## src/rtl/event_header_sequencer_pkg.sv

```systemverilog
// Shared constants for the event header sequencer: header word addresses,
// FSM encoding and the packed trigger-snapshot width.
package event_header_sequencer_pkg;

  localparam logic [5:0] A_TRIG   = 6'h00;
  localparam logic [5:0] A_COUNT  = 6'h01;
  localparam logic [5:0] A_CLK_LO = 6'h02;
  localparam logic [5:0] A_CLK_HI = 6'h03;
  localparam logic [5:0] A_PPS    = 6'h04;
  localparam logic [5:0] A_PAT0   = 6'h06;
  localparam logic [5:0] A_ID_LO  = 6'h10;
  localparam logic [5:0] A_ID_HI  = 6'h11;
  localparam logic [5:0] A_BUF    = 6'h14;
  localparam logic [5:0] A_STATUS = 6'h15;

  typedef enum logic [2:0] {
    S_IDLE, S_WAIT_IDLE, S_CMD_ISSUE, S_CMD_WAIT, S_CMD_GAP, S_STORE, S_ERROR
  } state_t;

  // snapshot = {clock32, pps16, pattern, status, source4, buffer}
  function automatic int snap_width(input int nbuf, input int pattern_words);
    return $clog2(nbuf) + 4 + nbuf + 16 * pattern_words + 16 + 32;
  endfunction

endpackage

```

## src/rtl/hdr_snapshot_fifo.sv

```systemverilog
// First-word-fall-through snapshot FIFO with level output and synchronous flush.
// A push into a full FIFO is dropped unless a pop happens in the same cycle.
module hdr_snapshot_fifo #(
  parameter int W     = 8,
  parameter int DEPTH = 4,
  parameter int LW    = $clog2(DEPTH) + 1
) (
  input  logic          clk_i,
  input  logic          rst_n_i,
  input  logic          flush_i,
  input  logic          push_i,
  input  logic          pop_i,
  input  logic [W-1:0]  din_i,
  output logic [W-1:0]  dout_o,
  output logic [LW-1:0] level_o,
  output logic          full_o,
  output logic          empty_o
);
  localparam int AW = $clog2(DEPTH);

  logic [W-1:0]  mem [DEPTH];
  logic [AW-1:0] wp, rp;
  logic [LW-1:0] lvl;
  logic          do_push, do_pop;

  assign full_o  = (lvl == LW'(DEPTH));
  assign empty_o = (lvl == '0);
  assign do_pop  = pop_i && !empty_o;
  assign do_push = push_i && (!full_o || do_pop);
  assign dout_o  = mem[rp];
  assign level_o = lvl;

  always_ff @(posedge clk_i or negedge rst_n_i) begin
    if (!rst_n_i) begin
      wp  <= '0;
      rp  <= '0;
      lvl <= '0;
    end else if (flush_i) begin
      wp  <= '0;
      rp  <= '0;
      lvl <= '0;
    end else begin
      if (do_push) wp <= wp + 1'b1;
      if (do_pop)  rp <= rp + 1'b1;
      lvl <= lvl + LW'(do_push) - LW'(do_pop);
    end
  end

  always_ff @(posedge clk_i) begin
    if (do_push && !flush_i) mem[wp] <= din_i;
  end

endmodule

```

## src/rtl/event_header_sequencer.sv

```systemverilog
// Queues trigger snapshots, issues the repeated digitize command for each one,
// then streams the event header into the per-buffer event RAM.
module event_header_sequencer
  import event_header_sequencer_pkg::*;
#(
  parameter int NBUF          = 4,
  parameter int PATTERN_WORDS = 2,
  parameter int QDEPTH        = 4,
  parameter int CMD_REPEAT    = 2,
  parameter int CMD_GAP       = 2,
  parameter int CMD_TIMEOUT   = 1023,
  parameter int EPOCH_BITS    = 12,
  localparam int BUF_BITS     = $clog2(NBUF),
  localparam int QLW          = $clog2(QDEPTH) + 1
) (
  input  logic                       clk_i,
  input  logic                       rst_n_i,
  input  logic                       digitize_i,
  input  logic [BUF_BITS-1:0]        digitize_buffer_i,
  input  logic [3:0]                 digitize_source_i,
  input  logic [NBUF-1:0]            buffer_status_i,
  input  logic [16*PATTERN_WORDS-1:0] pattern_i,
  input  logic [15:0]                pps_time_i,
  input  logic [31:0]                clock_time_i,
  input  logic [EPOCH_BITS-1:0]      epoch_i,
  input  logic                       evid_reset_i,
  input  logic                       err_clear_i,
  output logic                       cmd_start_o,
  output logic [31:0]                cmd_event_id_o,
  output logic [BUF_BITS-1:0]        cmd_buffer_o,
  input  logic                       cmd_busy_i,
  input  logic                       cmd_done_i,
  output logic [BUF_BITS+5:0]        event_addr_o,
  output logic [15:0]                event_dat_o,
  output logic                       event_wr_o,
  output logic                       event_done_o,
  output logic [31:0]                next_id_o,
  output logic [15:0]                event_count_o,
  output logic [QLW-1:0]             queue_level_o,
  output logic                       overflow_o,
  output logic                       event_error_o
);
  localparam int SW     = snap_width(NBUF, PATTERN_WORDS);
  localparam int NWORDS = 9 + PATTERN_WORDS;
  localparam int WI_W   = $clog2(NWORDS);
  localparam int TW     = $clog2(CMD_TIMEOUT + 1);
  localparam int LOW_W  = 32 - EPOCH_BITS;
  localparam logic [TW-1:0]   T_LAST   = TW'(CMD_TIMEOUT - 2);
  localparam logic [3:0]      GAP_LAST = 4'(CMD_GAP == 0 ? 0 : CMD_GAP - 1);
  localparam logic [1:0]      REP_LAST = 2'(CMD_REPEAT - 1);
  localparam logic [WI_W-1:0] W_LAST   = WI_W'(NWORDS - 1);

  state_t state, state_d;
  logic [1:0]      rep;
  logic [3:0]      gcnt;
  logic [TW-1:0]   tcnt;
  logic [WI_W-1:0] widx;
  logic [31:0]     next_id;
  logic [15:0]     event_count;
  logic            ovf_q;

  logic [SW-1:0]   snap_in, snap;
  logic            q_full, q_empty, pop, push_req, last_word, more;
  logic [5:0]      w_addr;
  logic [15:0]     w_dat;

  logic [BUF_BITS-1:0]        s_buf;
  logic [3:0]                 s_src;
  logic [NBUF-1:0]            s_status;
  logic [16*PATTERN_WORDS-1:0] s_pat;
  logic [15:0]                s_pps;
  logic [31:0]                s_clk;

  assign snap_in = {clock_time_i, pps_time_i, pattern_i, buffer_status_i,
                    digitize_source_i, digitize_buffer_i};
  assign {s_clk, s_pps, s_pat, s_status, s_src, s_buf} = snap;

  // Triggers are ignored outright while in ERROR, so they never count as drops.
  assign push_req = digitize_i && (state != S_ERROR);

  hdr_snapshot_fifo #(.W(SW), .DEPTH(QDEPTH), .LW(QLW)) u_fifo (
    .clk_i   (clk_i),
    .rst_n_i (rst_n_i),
    .flush_i (state == S_ERROR && err_clear_i),
    .push_i  (push_req),
    .pop_i   (pop),
    .din_i   (snap_in),
    .dout_o  (snap),
    .level_o (queue_level_o),
    .full_o  (q_full),
    .empty_o (q_empty)
  );

  assign last_word = (widx == W_LAST);
  assign more      = (rep != REP_LAST);

  always_comb begin
    state_d = state;
    pop     = 1'b0;
    unique case (state)
      S_IDLE:      if (!q_empty) state_d = S_WAIT_IDLE;
      S_WAIT_IDLE: if (!cmd_busy_i) state_d = S_CMD_ISSUE;
      S_CMD_ISSUE: state_d = S_CMD_WAIT;
      S_CMD_WAIT: begin
        if (cmd_done_i) begin
          if (!more)             state_d = S_STORE;
          else if (CMD_GAP == 0) state_d = S_CMD_ISSUE;
          else                   state_d = S_CMD_GAP;
        end else if (tcnt == T_LAST) begin
          state_d = S_ERROR;
        end
      end
      S_CMD_GAP:   if (gcnt == GAP_LAST) state_d = S_CMD_ISSUE;
      S_STORE: begin
        if (last_word) begin
          state_d = S_IDLE;
          pop     = 1'b1;
        end
      end
      S_ERROR:     if (err_clear_i) state_d = S_IDLE;
      default:     state_d = S_IDLE;
    endcase
  end

  always_ff @(posedge clk_i or negedge rst_n_i) begin
    if (!rst_n_i) begin
      state       <= S_IDLE;
      rep         <= '0;
      gcnt        <= '0;
      tcnt        <= '0;
      widx        <= '0;
      next_id     <= '0;
      event_count <= '0;
      ovf_q       <= 1'b0;
    end else begin
      state <= state_d;
      ovf_q <= push_req && q_full && !pop;
      unique case (state)
        S_IDLE: begin
          rep  <= '0;
          widx <= '0;
        end
        S_CMD_ISSUE: begin
          tcnt <= '0;
          if (rep == '0) event_count <= event_count + 16'd1;
        end
        S_CMD_WAIT: begin
          tcnt <= tcnt + 1'b1;
          gcnt <= '0;
          if (cmd_done_i && more && CMD_GAP == 0) rep <= rep + 2'd1;
        end
        S_CMD_GAP: begin
          gcnt <= gcnt + 4'd1;
          if (gcnt == GAP_LAST) rep <= rep + 2'd1;
        end
        S_STORE: widx <= widx + 1'b1;
        default: ;
      endcase
      // A reload requested in the done cycle wins over the increment.
      if (evid_reset_i)
        next_id <= {epoch_i, LOW_W'(0)};
      else if (state == S_STORE && last_word)
        next_id <= {epoch_i, next_id[LOW_W-1:0] + 1'b1};
    end
  end

  always_comb begin
    int w, pc, held;
    w  = int'(widx);
    pc = 0;
    for (int i = 0; i < NBUF; i++) pc = pc + int'(s_status[i]);
    held   = pc - int'(s_status[s_buf]);
    w_addr = A_BUF;
    w_dat  = 16'(s_buf);
    if (w == 0) begin
      w_addr = A_ID_LO;  w_dat = next_id[15:0];
    end else if (w == 1) begin
      w_addr = A_ID_HI;  w_dat = next_id[31:16];
    end else if (w == 2) begin
      w_addr = A_STATUS; w_dat = 16'(s_status);
    end else if (w == 3) begin
      w_addr = A_COUNT;  w_dat = event_count;
    end else if (w < 4 + PATTERN_WORDS) begin
      w_addr = A_PAT0 + 6'(w - 4);
      w_dat  = s_pat[(w-4)*16 +: 16];
    end else if (w == 4 + PATTERN_WORDS) begin
      w_addr = A_PPS;    w_dat = s_pps;
    end else if (w == 5 + PATTERN_WORDS) begin
      w_addr = A_CLK_LO; w_dat = s_clk[15:0];
    end else if (w == 6 + PATTERN_WORDS) begin
      w_addr = A_CLK_HI; w_dat = s_clk[31:16];
    end else if (w == 7 + PATTERN_WORDS) begin
      w_addr = A_TRIG;   w_dat = {4'h0, 4'(held), 4'(s_buf), s_src};
    end
  end

  assign cmd_start_o    = (state == S_CMD_ISSUE);
  assign cmd_buffer_o   = (state inside {S_CMD_ISSUE, S_CMD_WAIT, S_CMD_GAP})
                          ? s_buf + BUF_BITS'(rep) : '0;
  assign cmd_event_id_o = next_id;
  assign event_wr_o     = (state == S_STORE);
  assign event_addr_o   = event_wr_o ? {s_buf, w_addr} : '0;
  assign event_dat_o    = event_wr_o ? w_dat : '0;
  assign event_done_o   = event_wr_o && last_word;
  assign next_id_o      = next_id;
  assign event_count_o  = event_count;
  assign overflow_o     = ovf_q;
  assign event_error_o  = (state == S_ERROR);

endmodule

```

## config.mk

```make
export PLATFORM = sky130hd
export DESIGN_NAME = event_header_sequencer
export DESIGN_NICKNAME = d
export VERILOG_FILES = /design/src/rtl/event_header_sequencer_pkg.sv /design/src/rtl/hdr_snapshot_fifo.sv /design/src/rtl/event_header_sequencer.sv
export SDC_FILE = /design/constraint.sdc
export NUM_CORES = 1
export LEC_CHECK = 0
export CORE_MARGIN = 1.5
export CORE_UTILIZATION = 25
export CTS_BUF_LIST = sky130_fd_sc_hd__clkbuf_4
export DETAILED_ROUTE_END_ITERATION = 10
export SLEW_MARGIN = 20
export SYNTH_ARGS = -nofsm -noshare
export SYNTH_HDL_FRONTEND = slang
export SYNTH_SLANG_ARGS = --single-unit
```

## constraint.sdc

```tcl
create_clock -name clk_i -period 4.6 [get_ports clk_i]
set_input_delay 1.15 -clock clk_i [delete_from_list [all_inputs] [get_ports clk_i]]
set_output_delay 1.15 -clock clk_i [all_outputs]
set_load 0.005 [all_outputs]
```

* Word-level counts from Yosys, hierarchy flattened *
Memories as Yosys holds them, arrays and structs flattened.
Index checks and enable logic that the tools add are counted.

storage, ports and cells
  memory bits (writable) = 360
  input port bits = 109
  output and inout port bits = 114
  word-level logic and storage cells = 133
  memories kept = 1
  register bits after elaboration = 79

memory list
  memory      words  bits a word  rd ports  clocked after Yosys merged registers in  wr ports  RTL line                 source
  u_fifo.mem  4      90           1         0                                        1         hdr_snapshot_fifo.sv:21  logic [W-1:0] mem [DEPTH];

operators by class
  add/subtract/negate cells = 17
  equal/unequal tests = 25
  shifts and indexed selects = 1
  magnitude comparators = 2
  reductions and logical operators = 28
  multiplexer cells = 48

operators by type and width
  operator               count
  $mux 16                9
  $mux 32                2
  $shiftx 32x9->16       1
  $mux 6                 5
  $mux 3                 8
  $pmux 3 s7             1
  $add 20x1->20 const B  1
  $eq 4x4->1 const B     5
  $mux 5                 4
  $pmux 10 s2            1
  $add 16x1->16 const B  1
  $pmux 4 s2             2
  $reduce_bool 2->1      7
  $eq 3x3->1 const B     4
  $mux 12                1
  $mux 2                 6
  $add 10x1->10 const B  1
  $eq 10x10->1 const B   1
  $add 4x1->4 const B    2
  $eq 4x3->1 const B     2
  $logic_and 1x1->1      8
  $mux 8                 1
  $ne 2x2->1 const B     4
  $add 2x1->2 const B    3
  other kinds (28)       41

* Logic depth before layout (Yosys ltp) *
Gate-level depths: netlist of the first run.
An unclocked memory read counts as a cell.

  depth in word-level cells = 15
  gate-level depth with buffers = 15

* Cells and area by module *
A second synthesis of the first run with hierarchy kept.

second synthesis, totals
  cells, all modules = 1281
  area, all modules = 19641.3 sq um

modules (own cells, without submodules)
  module                  sequential area each (sq um)  cells each  area each (sq um)  times used
  hdr_snapshot_fifo       10985.5                       515         13461.7            1
  event_header_sequencer  1801.7                        766         6179.7             1

* Least setup slack after synthesis of the first run *
Ideal clock, no wire load.

  kind = register to output
  start point = register u_fifo.rp[0]
  end point = output event_dat_o[9]
  path slack = -377 ps
  path buffers = 2
  required time = 3450 ps
  data arrival time = 3827 ps
  cell stages (with the launch flop) = 16
  cells stage by stage = dfrtp_1 > buf_6 > buf_4 > mux4_2 > mux4_2 > ha_1 > fa_1 > inv_1 > ha_1 > inv_1 > fa_1 > nor2b_1 > o21ai_0 > a211oi_1 > a2111oi_2 > o22ai_1

between the ends
  word-level cells in the longest chain between the ends = 15
  elaborated cells between the ends (all ways) = 18
  those cells by class = add/sub: 4; shift: 1; mux: 12; memory: 1

ends and longest elaborated chain
  item                    RTL line                       source
  start, declared         hdr_snapshot_fifo.sv:22        logic [AW-1:0] wp, rp;
  start signal, assigned  hdr_snapshot_fifo.sv:44        if (do_pop) rp <= rp + 1'b1;
  $mem_v2 4x90 *          n/a
  $add 1x1->2             event_header_sequencer.sv:171  for (int i = 0; i < NBUF; i++) pc = pc + int'(s_status[i]);
  $add 2x1->3             event_header_sequencer.sv:171
  $add 3x1->4             event_header_sequencer.sv:171
  $sub 4x1->4             event_header_sequencer.sv:172  held = pc - int'(s_status[s_buf]);
  $mux 12                 event_header_sequencer.sv:192  end else if (w == 7 + PATTERN_WORDS) begin
  $mux 16                 event_header_sequencer.sv:190  end else if (w == 6 + PATTERN_WORDS) begin
  $mux 16                 event_header_sequencer.sv:188  end else if (w == 5 + PATTERN_WORDS) begin
  $mux 16                 event_header_sequencer.sv:186  end else if (w == 4 + PATTERN_WORDS) begin
  $mux 16 *               event_header_sequencer.sv:183  end else if (w < 4 + PATTERN_WORDS) begin
  $mux 16 *               event_header_sequencer.sv:181  end else if (w == 3) begin
  $mux 16 *               event_header_sequencer.sv:179  end else if (w == 2) begin
  $mux 16 *               event_header_sequencer.sv:177  end else if (w == 1) begin
  $mux 16 *               event_header_sequencer.sv:175  if (w == 0) begin
  $mux 16 *               event_header_sequencer.sv:203  assign event_dat_o = event_wr_o ? w_dat : '0;
  end, declared           event_header_sequencer.sv:34   output logic [15:0] event_dat_o,

Mark *: on every way between the ends. The rest lies on a longest branch, timed or not. The select of a mux whose other input is x is not followed.

* Worst setup path in the final report of the first run *
Ends and elaborated chain as after synthesis.

==> flow_metrics.env, run 1 <==
export IMPL_outcome="complete, but fails checks"
export IMPL_violations="setup timing"
export IMPL_wl_per_cell_um=21.4
export IMPL_layout_drive_gt1_share_pct=26.1
export IMPL_setup_violations=16
export IMPL_synth_warnings=0
export IMPL_hold_viol_final=0
export IMPL_post_route_period_util_pct=133
export IMPL_rr_worst_depth=8
export IMPL_final_util_pct=32.2
export IMPL_clock_sinks=439
export IMPL_drc=0
export IMPL_critPathKind="register to output pin"
export IMPL_p_leak_nw=8.39
export IMPL_path_max_fanout=7
export IMPL_worstPathArrival_ns=4.96
export IMPL_root_buffer="clkbuf_4"
export IMPL_finalNonFillerCells=2601
export IMPL_synth_cell_area_mm2=0.0191
export IMPL_syn_avg_cell_area_um2=15.7
export IMPL_synth_cell_types=69
export IMPL_setup_ws_ns=-1.51
export IMPL_fmax_ghz=0.164
export IMPL_cts_buffers=114
export IMPL_hpwlAfterDp_mm=39.5
export IMPL_first_pass_iters=6
export IMPL_start_util_pct=25.2
export IMPL_cp_data_required_time_ns=3.45
export IMPL_vias=12200
export IMPL_dp_cells=2396
export IMPL_holdBufCountCts=0
export IMPL_power_density_mw_per_mm2=540
export IMPL_finalPower_mw=13.2
export IMPL_start_kind="register"
export IMPL_maxSlewViolCount=0
export IMPL_fin_worst_skew_ns=0.0563
export IMPL_placementRows=101
export IMPL_final_common_cell="edfxtp_1"
export IMPL_h_tree_depth=3
export IMPL_die_area_mm2=0.0779
export IMPL_gr_usage_all_layers_pct=14.3
export IMPL_rsz0062_at_grt="true"
export IMPL_nFillCells=7373
export IMPL_gp_congestion=0.900
export IMPL_clock_latency_ns=0.90
export IMPL_nets=1682
export IMPL_clkTransAtPathRegs_ns=0.07
export IMPL_wirelength_mm=55.8
export IMPL_maxCapViolCount=0
export IMPL_pin_count=223
export IMPL_mappedNetlistNets=1353
export IMPL_ys_flop_type="edfxtp_1"
export IMPL_vias_per_cell=4.70
export IMPL_grt_first_pass_wirelength_mm=81.6
export IMPL_area_growth_synth_to_final_pct=27.7
export IMPL_io_buffers=221
export IMPL_yosysSeqAreaShare_pct=67.1
export IMPL_end_kind="output pin"
export IMPL_synth_cells=1212
export IMPL_min_path_type="input pin to async pin"
export IMPL_synth_seq_cells=439
export IMPL_grt_max_degree=68
export IMPL_async_reset_ff_share_pct=18.0
export IMPL_ir_drop_v=0.000227
export IMPL_hold_slack_ns=0.439
export IMPL_die_h_um=279
export IMPL_core_mm2=0.0757
export IMPL_synth_edf_count=360
export IMPL_drtIter0Drc=1029
export IMPL_relSlewSlack_pct=33.4
export IMPL_grt_pass1_vias=12400
export IMPL_max_slew_worst_pin_slew_ns=0.999
export IMPL_min_period_ns=6.11
export IMPL_antenna_found_initial=23
export IMPL_drtAntennaViolNets=0
export IMPL_layout_common_cells="edfxtp_1 (360), clkdlybuf4s50_1 (214), clkbuf_4 (167), nand2_1 (105), mux4_2 (90)"
export IMPL_tritoncts="built"
export IMPL_die_width_um=279
export IMPL_clock_path_buffers=3
export IMPL_overflow=0
export IMPL_dp_slack_ns=-1.18
synthesized netlist by cell type, types with 3 or more instances:
cell       count  share of area, %
nor2b_1        4              0.13
a311oi_1       3              0.14
buf_6          3              0.18
a21oi_1       44               1.2
mux2_2        13              0.77
mux2i_1       13              0.68
a22oi_1       15              0.59
a31oi_1        8              0.26
o211ai_1       4              0.16
buf_4         37               1.5
nand2_1      108               2.1
o22ai_1       12              0.39
and2_1        17              0.56
buf_1          6              0.12
nand4_1       11              0.36
edfxtp_1     360                57
buf_2         12              0.32
dfrtp_1       79                10
mux4_2        90                11
xor2_1        13              0.60
fa_1           3              0.32
a221oi_1       4              0.18
nor2_1        45              0.89
nor3_1        20              0.53
a22o_1         5              0.23
nand3_1       28              0.74
xnor2_1       27               1.2
and3_1        11              0.36
or3_1          5              0.16
clkbuf_1      35              0.69
a211oi_1       4              0.16
a21o_1         4              0.16
o221ai_1       4              0.18
o2111ai_1      6              0.28
ha_1          29               1.9
o21ai_0       51               1.3
o31a_1         3              0.14
inv_1         30              0.59
and4_1         3              0.14
o21a_1         8              0.32
through the flow:
stage	setup TNS, ns	cell area [um^2]
after floorplan	-0.416	19100
after global placement	-8.51	22700
after detailed placement	-8.43	22700
after CTS	-17.89	24200
after global routing	-19.90	24300
final	-15.09	24300
final cells by class:
| type | instances | area [um^2] | share of cell area (%) |
|---|---|---|---|
| multi-input cells | 646 | 5830 | 24.0 |
| diodes | 8 | 20.0 | 0.0822 |
| inverters | 32 | 123 | 0.504 |
| repair buffers | 308 | 2940 | 12.1 |
| clock buffers | 167 | 1250 | 5.15 |
| well taps | 978 | 1220 | 5.03 |
| flip-flops and latches | 439 | 12800 | 52.6 |
| clock inverters | 23 | 163 | 0.668 |
where the power goes:
group | switching (mW) | total [mW] | internal [mW] | leakage, nW
clock network | 1.55 | 3.26 | 1.71 | 0.839
registers | 0.291 | 5.45 | 5.16 | 4.33
logic | 2.44 | 4.45 | 2.01 | 3.22
total | 4.29 | 13.2 | 8.87 | 8.39
path summary, 6_finish.rpt:
| check | slack (ns) | end | start |
|---|---|---|---|
| hold / removal | 0.44 | tcnt[7] | rst_n_i |
| max in group asynchronous | 3.39 | event_count_o[5] | rst_n_i |
| setup / recovery | -1.51 | event_dat_o[9] | u_fifo.rp[0] |
| setup reg to reg | 1.15 | u_fifo.mem[1][22] | widx[2] |
| min in group clk_i | 0.53 | event_count_o[9] | event_count_o[9] |
| hold reg to reg | 0.53 | event_count_o[9] | event_count_o[9] |
worst max-delay path, stage by stage, from the launching register on:
cell and delay (ns):
dfrtp_4 0.49, mux4_2 0.54, inv_2 0.09, mux4_2 0.54, ha_4 0.29, fa_1 0.41
inv_2 0.07, ha_4 0.12, inv_2 0.04, fa_1 0.48, nor2b_1 0.05, o21ai_1 0.14
a211oi_2 0.11, a2111oi_4 0.47, o22ai_4 0.12, buf_2 0.16
flip-flops by register name (all words and copies together), names as in the netlist:
register and count:
u_fifo.rp 2, tcnt 10, widx 4, u_fifo.level_o 3, rep 2, u_fifo.wp 2
gcnt 4, cmd_event_id_o 32, u_fifo.mem 360, overflow_o 1, state 3, event_count_o 16
repair_timing:
| item | 4_1_cts | 5_1_grt |
|---|---|---|
| pin swaps | 11 | 6 |
| cloned | 0 | 0 |
| gates resized for setup | 60 | 15 |
| endpoints found under the setup margin | 24 | 22 |
| buffers inserted | 6 | 3 |
kinds of logic (layout without fill, tap and decap cells):
logic type | after synthesis | after routing | synth area share, %
DFF | 439 | 439 | 67.1
and+or+nand+nor | 259 | 259 | 6.35
AOI/OAI and AO/OA | 197 | 197 | 6.77
buffers and inverters | 127 | 530 | 3.52
muxes | 117 | 117 | 12.2
xor gates and xnor gates | 40 | 40 | 1.84
adders and majority gates | 32 | 32 | 2.22
other | 1 | 9 | 0.0197
per-layer routing:
metal  global-route usage, %  vias to the layer above  part of all wire [%]  wire (um)
met1                    17.4                     6116                    40      22100
met5                       0                        -                  0.40        223
met3                    6.28                      110                    11       5970
met4                    4.31                       34                   2.1       1150
met2                    22.7                      536                    47      26300
li1                        -                     5436                     -          -
Power figures use the tool's default switching activity.
==> run 2, diff against run 1 <==
Settings changed: CORE_MARGIN 1.5 to 2.
==> run 2 against run 1 <==
The run still ends with setup timing left. Power grew 0.87%. Sequential cell count is the same. Sequential share of layout area shrank 0.28 points. First-iteration DRC count grew 15%. Clock power shrank 2%. Combinational power grew 4%. Critical path depth is the same. Fmax grew 2.0%. Critical endpoint unchanged. Routed wire length grew 2.4%. Clock skew shrank 0.0063 ns.
==> flow_metrics.env, run 2 (synthesis gave the netlist of run 1 again) <==
export IMPL_share_comb_of_total_power_pct=34.8
export IMPL_drtIter0Drc=1186
export IMPL_critPathKind="register to output pin"
export IMPL_drtAntennaViolNets=0
export IMPL_p_seq_share_pct=41.1
export IMPL_placementRows=101
export IMPL_ir_drop_v=0.000270
export IMPL_first_pass_iters=5
export IMPL_gr_usage_all_layers_pct=14.4
export IMPL_p_leak_nw=8.49
export IMPL_violations="setup timing"
export IMPL_use_met3_pct=6.40
export IMPL_vias=12300
export IMPL_end_kind="output pin"
export IMPL_worstPathArrival_ns=4.84
export IMPL_clock_path_buffers=3
export IMPL_gp_congestion=0.916
export IMPL_globalRouteMet1Util_pct=17.7
export IMPL_crit_path_top_delay_cell="mux4_2"
export IMPL_fmax_ghz=0.167
export IMPL_hpwlAfterDp_mm=40.0
export IMPL_grt_busiest_layer="met2"
export IMPL_overflow=0
export IMPL_finalPower_mw=13.3
export IMPL_area_growth_synth_to_final_pct=28.4
export IMPL_wirelength_mm=57.1
export IMPL_relSlewSlack_pct=38.5
export IMPL_outcome="complete, but fails checks"
export IMPL_setup_ws_ns=-1.39
export IMPL_cts_buffers=112
export IMPL_fin_worst_skew_ns=0.0500
export IMPL_path_depth=15
export IMPL_hold_slack_ns=0.433
export IMPL_root_buffer="clkbuf_4"
export IMPL_drc=0
export IMPL_die_width_um=280
export IMPL_slowest_delay_ns=0.53
export IMPL_rsz0062_at_grt="true"
export IMPL_vias_per_cell=4.71
export IMPL_setup_violations=12
export IMPL_rr_worst_depth=8
export IMPL_min_path_type="input pin to async pin"
export IMPL_path_common_cell="inv_2"
export IMPL_maxSlewViolCount=0
export IMPL_tritoncts="built"
export IMPL_antenna_found_initial=24
export IMPL_pin_count=223
export IMPL_clock_sinks=439
export IMPL_power_density_mw_per_mm2=542
export IMPL_die_h_um=280
export IMPL_layout_common_cells="edfxtp_1 (360), clkdlybuf4s50_1 (210), clkbuf_4 (159), nand2_1 (104), mux4_2 (90)"
export IMPL_die_area_mm2=0.0785
export IMPL_max_slew_worst_pin_slew_ns=0.923
export IMPL_grt_first_pass_wirelength_mm=82.6
export IMPL_crit_family="adder cells"
export IMPL_min_period_ns=5.99
export IMPL_clkTransAtPathRegs_ns=0.08
export IMPL_critPathBufInv=4
export IMPL_io_buffers=221
export IMPL_grt_pass1_vias=12500
export IMPL_cp_data_required_time_ns=3.45
export IMPL_path_max_fanout=5
export IMPL_start_kind="register"
export IMPL_internal_power_mw=8.94
export IMPL_core_mm2=0.0757
export IMPL_hold_viol_final=0
export IMPL_grt_max_degree=91
export IMPL_post_route_period_util_pct=130
export IMPL_met2_usage_pct=22.3
export IMPL_holdBufCountCts=0
export IMPL_nets=1689
export IMPL_cp_cell_sequence="mux4_2 -> inv_2 -> mux4_2 -> ha_4 -> fa_1 -> inv_2 -> ha_4 -> inv_2 -> fa_1 -> nor2b_1 -> o21ai_1 -> a211oi_2 -> a2111oi_4 -> o22ai_2 -> buf_2"
export IMPL_regMostFlops="u_fifo.mem"
export IMPL_layout_drive_gt1_share_pct=26.5
export IMPL_final_common_cell="edfxtp_1"
export IMPL_maxCapViolCount=0
export IMPL_p_clk_share_pct=24.1
export IMPL_clock_latency_ns=0.87
export IMPL_start_util_pct=25.2
export IMPL_p_sw_mw=4.33
export IMPL_wl_per_cell_um=21.9
export IMPL_h_tree_depth=3
export IMPL_sw_frac_of_total_pct=32.6
export IMPL_largest_reg_flops=360
-- run 2: cell types whose count changed in the layout (fill, tap and decap cells not counted), moves of 4 or more --
cell	change
buf_12	+4
clkbuf_4	-8
clkdlybuf4s50_1	-4
clkinv_1	+10
diode_2	-7
dlymetal6s2s_1	+4
-- run 2: path summary, 6_finish.rpt --
kind                       slack, ns        startpoint            endpoint
setup / recovery               -1.39      u_fifo.rp[0]      event_dat_o[9]
hold / removal                  0.43           rst_n_i             tcnt[6]
setup reg to reg                1.34           widx[0]   u_fifo.mem[3][34]
hold reg to reg                 0.53  event_count_o[9]    event_count_o[9]
max in group asynchronous       3.39           rst_n_i  cmd_event_id_o[20]
min in group clk_i              0.53  event_count_o[9]    event_count_o[9]
-- run 2: cell type report --
type,instances,area [um^2]
fill,7307,51200
sequential,439,12800
multi-input combinational,646,5870
timing repair buffer,317,3100
tap,978,1220
clock buffer,159,1190
clock inverter,31,168
inverter,32,124
antenna,1,2.50
-- run 2: power groups by stage --
stage	Clock (mW)	Sequential [mW]	Combinational (mW)
after detailed placement	0	5.54	4.19
after floorplan	0	5.43	2.66
after CTS	3.32	5.46	4.36
after global routing	3.53	5.52	4.96
after global placement	0	5.49	4.15
final	3.20	5.45	4.62
-- run 2: timing repair --
action / 4_1_cts / 5_1_grt
buffers inserted: 7 / 15
pin swaps: 6 / 6
gates cloned: 0 / 1
endpoints found under the setup margin: 22 / 21
resized for setup: 64 / 37
-- run 2: layer usage --
metal,routed length (um),vias to the layer above
met3,6340,122
met2,26500,529
met5,250,-
met1,22400,6146
met4,1560,42
li1,-,5434
-- run 2: worst reg2reg max path, stage by stage, from the launching register on --
cell and delay [ns]:
dfrtp_1 0.41, inv_2 0.14, ha_1 0.32, buf_4 0.20, nand2_1 0.16, nor2_1 0.29
o211a_1 0.37, and2_4 0.63, buf_12 0.37
-- run 2: metrics by stage --
stage,instances,util [%],setup TNS [ns],setup slack (ns),instance area (um^2)
after detailed placement,2391,29.9,-4.60,-1.14,22600
after floorplan,1212,-,-0.416,-0.236,19100
after global routing,2603,32.3,-8.76,-1.57,24500
after CTS,2586,31.9,-11.55,-1.57,24200
final,2603,32.3,-6.45,-1.39,24500
after global placement,2391,29.9,-4.89,-1.22,22600
==> run 3, diff against run 2 <==
Settings changed: CTS_CLUSTER_SIZE set to 25, MAX_ROUTING_LAYER set to met4.
==> run 3 against run 2 <==
The run still ends with setup timing left. Critical path depth stayed put. Final cell count up 0.77%. Sequential cell count did not move. First-iteration DRC count is 5.6% higher. Worst hold slack lost 0.027 ns. Critical path type unchanged. Register-to-register slack lost 0.02 ns. Clock power fell by 1%. Clock skew up 0.0015 ns. Non-clock buffer count grew 2. Core utilization rose by 0.11 points. Die area unchanged.
==> flow_metrics.env, run 3 (synthesis gave the netlist of run 1 again) <==
export IMPL_wl_per_cell_um=21.8
export IMPL_clkTransAtPathRegs_ns=0.08
export IMPL_nets=1690
export IMPL_fin_worst_skew_ns=0.0515
export IMPL_die_area_mm2=0.0785
export IMPL_critPathKind="register to output pin"
export IMPL_core_mm2=0.0757
export IMPL_dp_cells=2391
export IMPL_drtAntennaViolNets=0
export IMPL_finalNonFillerCells=2623
export IMPL_cp_data_required_time_ns=3.45
export IMPL_setup_violations=6
export IMPL_h_tree_depth=3
export IMPL_first_pass_iters=5
export IMPL_path_max_fanout=5
export IMPL_placed_area_mm2=0.0226
export IMPL_vias_per_cell=4.68
export IMPL_root_buffer="clkbuf_4"
export IMPL_rsz0062_at_grt="true"
export IMPL_finalPower_mw=13.2
export IMPL_drc=0
export IMPL_r2r_start="widx[0]"
export IMPL_multi_input_area_mm2=0.00592
export IMPL_regMostFlops="u_fifo.mem"
export IMPL_regArea_mm2=0.0128
export IMPL_antenna_found_initial=26
export IMPL_area_growth_synth_to_final_pct=28.8
export IMPL_layout_common_cells="edfxtp_1 (360), clkdlybuf4s50_1 (203), clkbuf_4 (158), nand2_1 (103), mux4_2 (90)"
export IMPL_hpwlAfterDp_mm=40.0
export IMPL_start_kind="register"
export IMPL_min_period_ns=6.06
export IMPL_worstPathArrival_ns=4.91
export IMPL_grt_pass1_vias=12300
export IMPL_crit_reg2reg_capture="u_fifo.mem[2][66]"
export IMPL_gp_congestion=0.932
export IMPL_final_util_pct=32.4
export IMPL_cp_cell_sequence="buf_6 -> mux4_2 -> mux4_2 -> ha_4 -> fa_1 -> inv_2 -> ha_4 -> inv_2 -> fa_1 -> nor2b_1 -> o21ai_1 -> a211oi_2 -> a2111oi_4 -> o22ai_2 -> buf_2"
export IMPL_start_util_pct=25.2
export IMPL_largest_reg_flops=360
export IMPL_relSlewSlack_pct=38.8
export IMPL_gr_usage_all_layers_pct=14.8
export IMPL_slowest_delay_ns=0.52
export IMPL_final_common_cell="edfxtp_1"
export IMPL_end_kind="output pin"
export IMPL_cts_buffers=111
export IMPL_maxCapViolCount=0
export IMPL_p_leak_nw=8.54
export IMPL_grt_first_pass_wirelength_mm=82.7
export IMPL_overflow=0
export IMPL_vias=12300
export IMPL_nFillCells=7301
export IMPL_min_path_type="input pin to async pin"
export IMPL_post_route_period_util_pct=132
export IMPL_clock_path_buffers=3
export IMPL_die_h_um=280
export IMPL_layout_drive_gt1_share_pct=27.5
export IMPL_maxSlewViolCount=0
export IMPL_ir_drop_v=0.000283
export IMPL_setup_ws_ns=-1.46
export IMPL_final_area_mm2=0.0246
export IMPL_max_slew_worst_pin_slew_ns=0.919
export IMPL_grt_max_degree=91
export IMPL_wirelength_mm=57.1
export IMPL_clock_sinks=439
export IMPL_outcome="complete, but fails checks"
export IMPL_hold_viol_final=0
export IMPL_drtIter0Drc=1253
export IMPL_die_width_um=280
export IMPL_io_buffers=221
export IMPL_power_density_mw_per_mm2=539
export IMPL_tritoncts="built"
export IMPL_clock_latency_ns=0.88
export IMPL_hold_slack_ns=0.406
export IMPL_reg2reg_slack_ns=1.32
export IMPL_placementRows=101
export IMPL_violations="setup timing"
export IMPL_crit_path_top_delay_cell="mux4_2"
export IMPL_rr_worst_depth=8
export IMPL_pin_count=223
export IMPL_fmax_ghz=0.165
==> run 3: cell count changes in the layout (fill, tap and decap cells not counted), moves of 3 or more <==
cell and change:
diode_2 +21, clkdlybuf4s50_1 -7, clkbuf_2 +4, a21oi_1 -3, a21oi_2 +3, buf_6 +3, inv_8 +3
==> run 3: power by group <==
group / leakage [nW] / total (mW) / switching (mW) / internal (mW)
registers: 4.33 / 5.45 / 0.294 / 5.16
logic: 3.42 / 4.63 / 2.48 / 2.15
clock network: 0.795 / 3.16 / 1.59 / 1.58
total: 8.54 / 13.2 / 4.36 / 8.89
==> run 3: timing repair <==
| item | CTS | global route |
|---|---|---|
| resized for setup | 64 | 63 |
| cloned | 0 | 1 |
| endpoints found under the setup margin | 22 | 21 |
| hold endpoints to repair | 0 | 0 |
| hold buffers | 0 | 0 |
| pin swaps | 6 | 9 |
| setup buffers | 7 | 17 |
==> run 3: area by class of cell <==
cell class,instances,share of cell area (%)
antenna,22,0.224
tap,978,4.98
timing repair buffer,319,12.6
clock inverter,29,0.596
inverter,32,0.504
clock buffer,158,4.83
sequential,439,52.1
multi-input combinational,646,24.1
==> run 3: layer usage <==
| layer | wire [um] | global-route usage [%] | vias up | part of all wire [%] |
|---|---|---|---|---|
| li1 | - | - | 5472 | - |
| met1 | 22500 | 18.1 | 6205 | 39 |
| met2 | 27100 | 22.9 | 513 | 48 |
| met3 | 6340 | 5.68 | 73 | 11 |
| met4 | 1090 | 4.32 | 0 | 1.9 |
| met5 | 0 | - | - | 0 |
==> run 3: worst max-delay path by stage <==
stage,start,to,slack [ns],cells after the start
3_5_place_dp,u_fifo.rp[0],event_dat_o[9],-1.14,16
4_1_cts,u_fifo.rp[0],event_dat_o[9],-1.58,15
5_1_grt,u_fifo.rp[0],event_dat_o[9],-1.59,15
6_report,u_fifo.rp[0],event_dat_o[9],-1.46,15
3_3_place_gp,u_fifo.rp[0],event_dat_o[11],-1.22,15
2_1_floorplan,u_fifo.rp[0],event_dat_o[9],-0.24,15
==> run 3: critical path: cells and delay by family (launching register included) <==
kind | cells | cell delay, ns
fa+ha+maj | 4 | 1.30
mux | 2 | 1.03
buf+inv | 4 | 0.41
simple gates | 1 | 0.05
flops | 1 | 0.47
compound gates | 4 | 0.74
==> run 3: stage by stage <==
step / TNS [ns] / worst slack (ns)
after floorplan: -0.416 / -0.236
after global placement: -4.89 / -1.22
after detailed placement: -4.60 / -1.14
after CTS: -11.83 / -1.58
after global routing: -6.33 / -1.59
final: -5.28 / -1.46
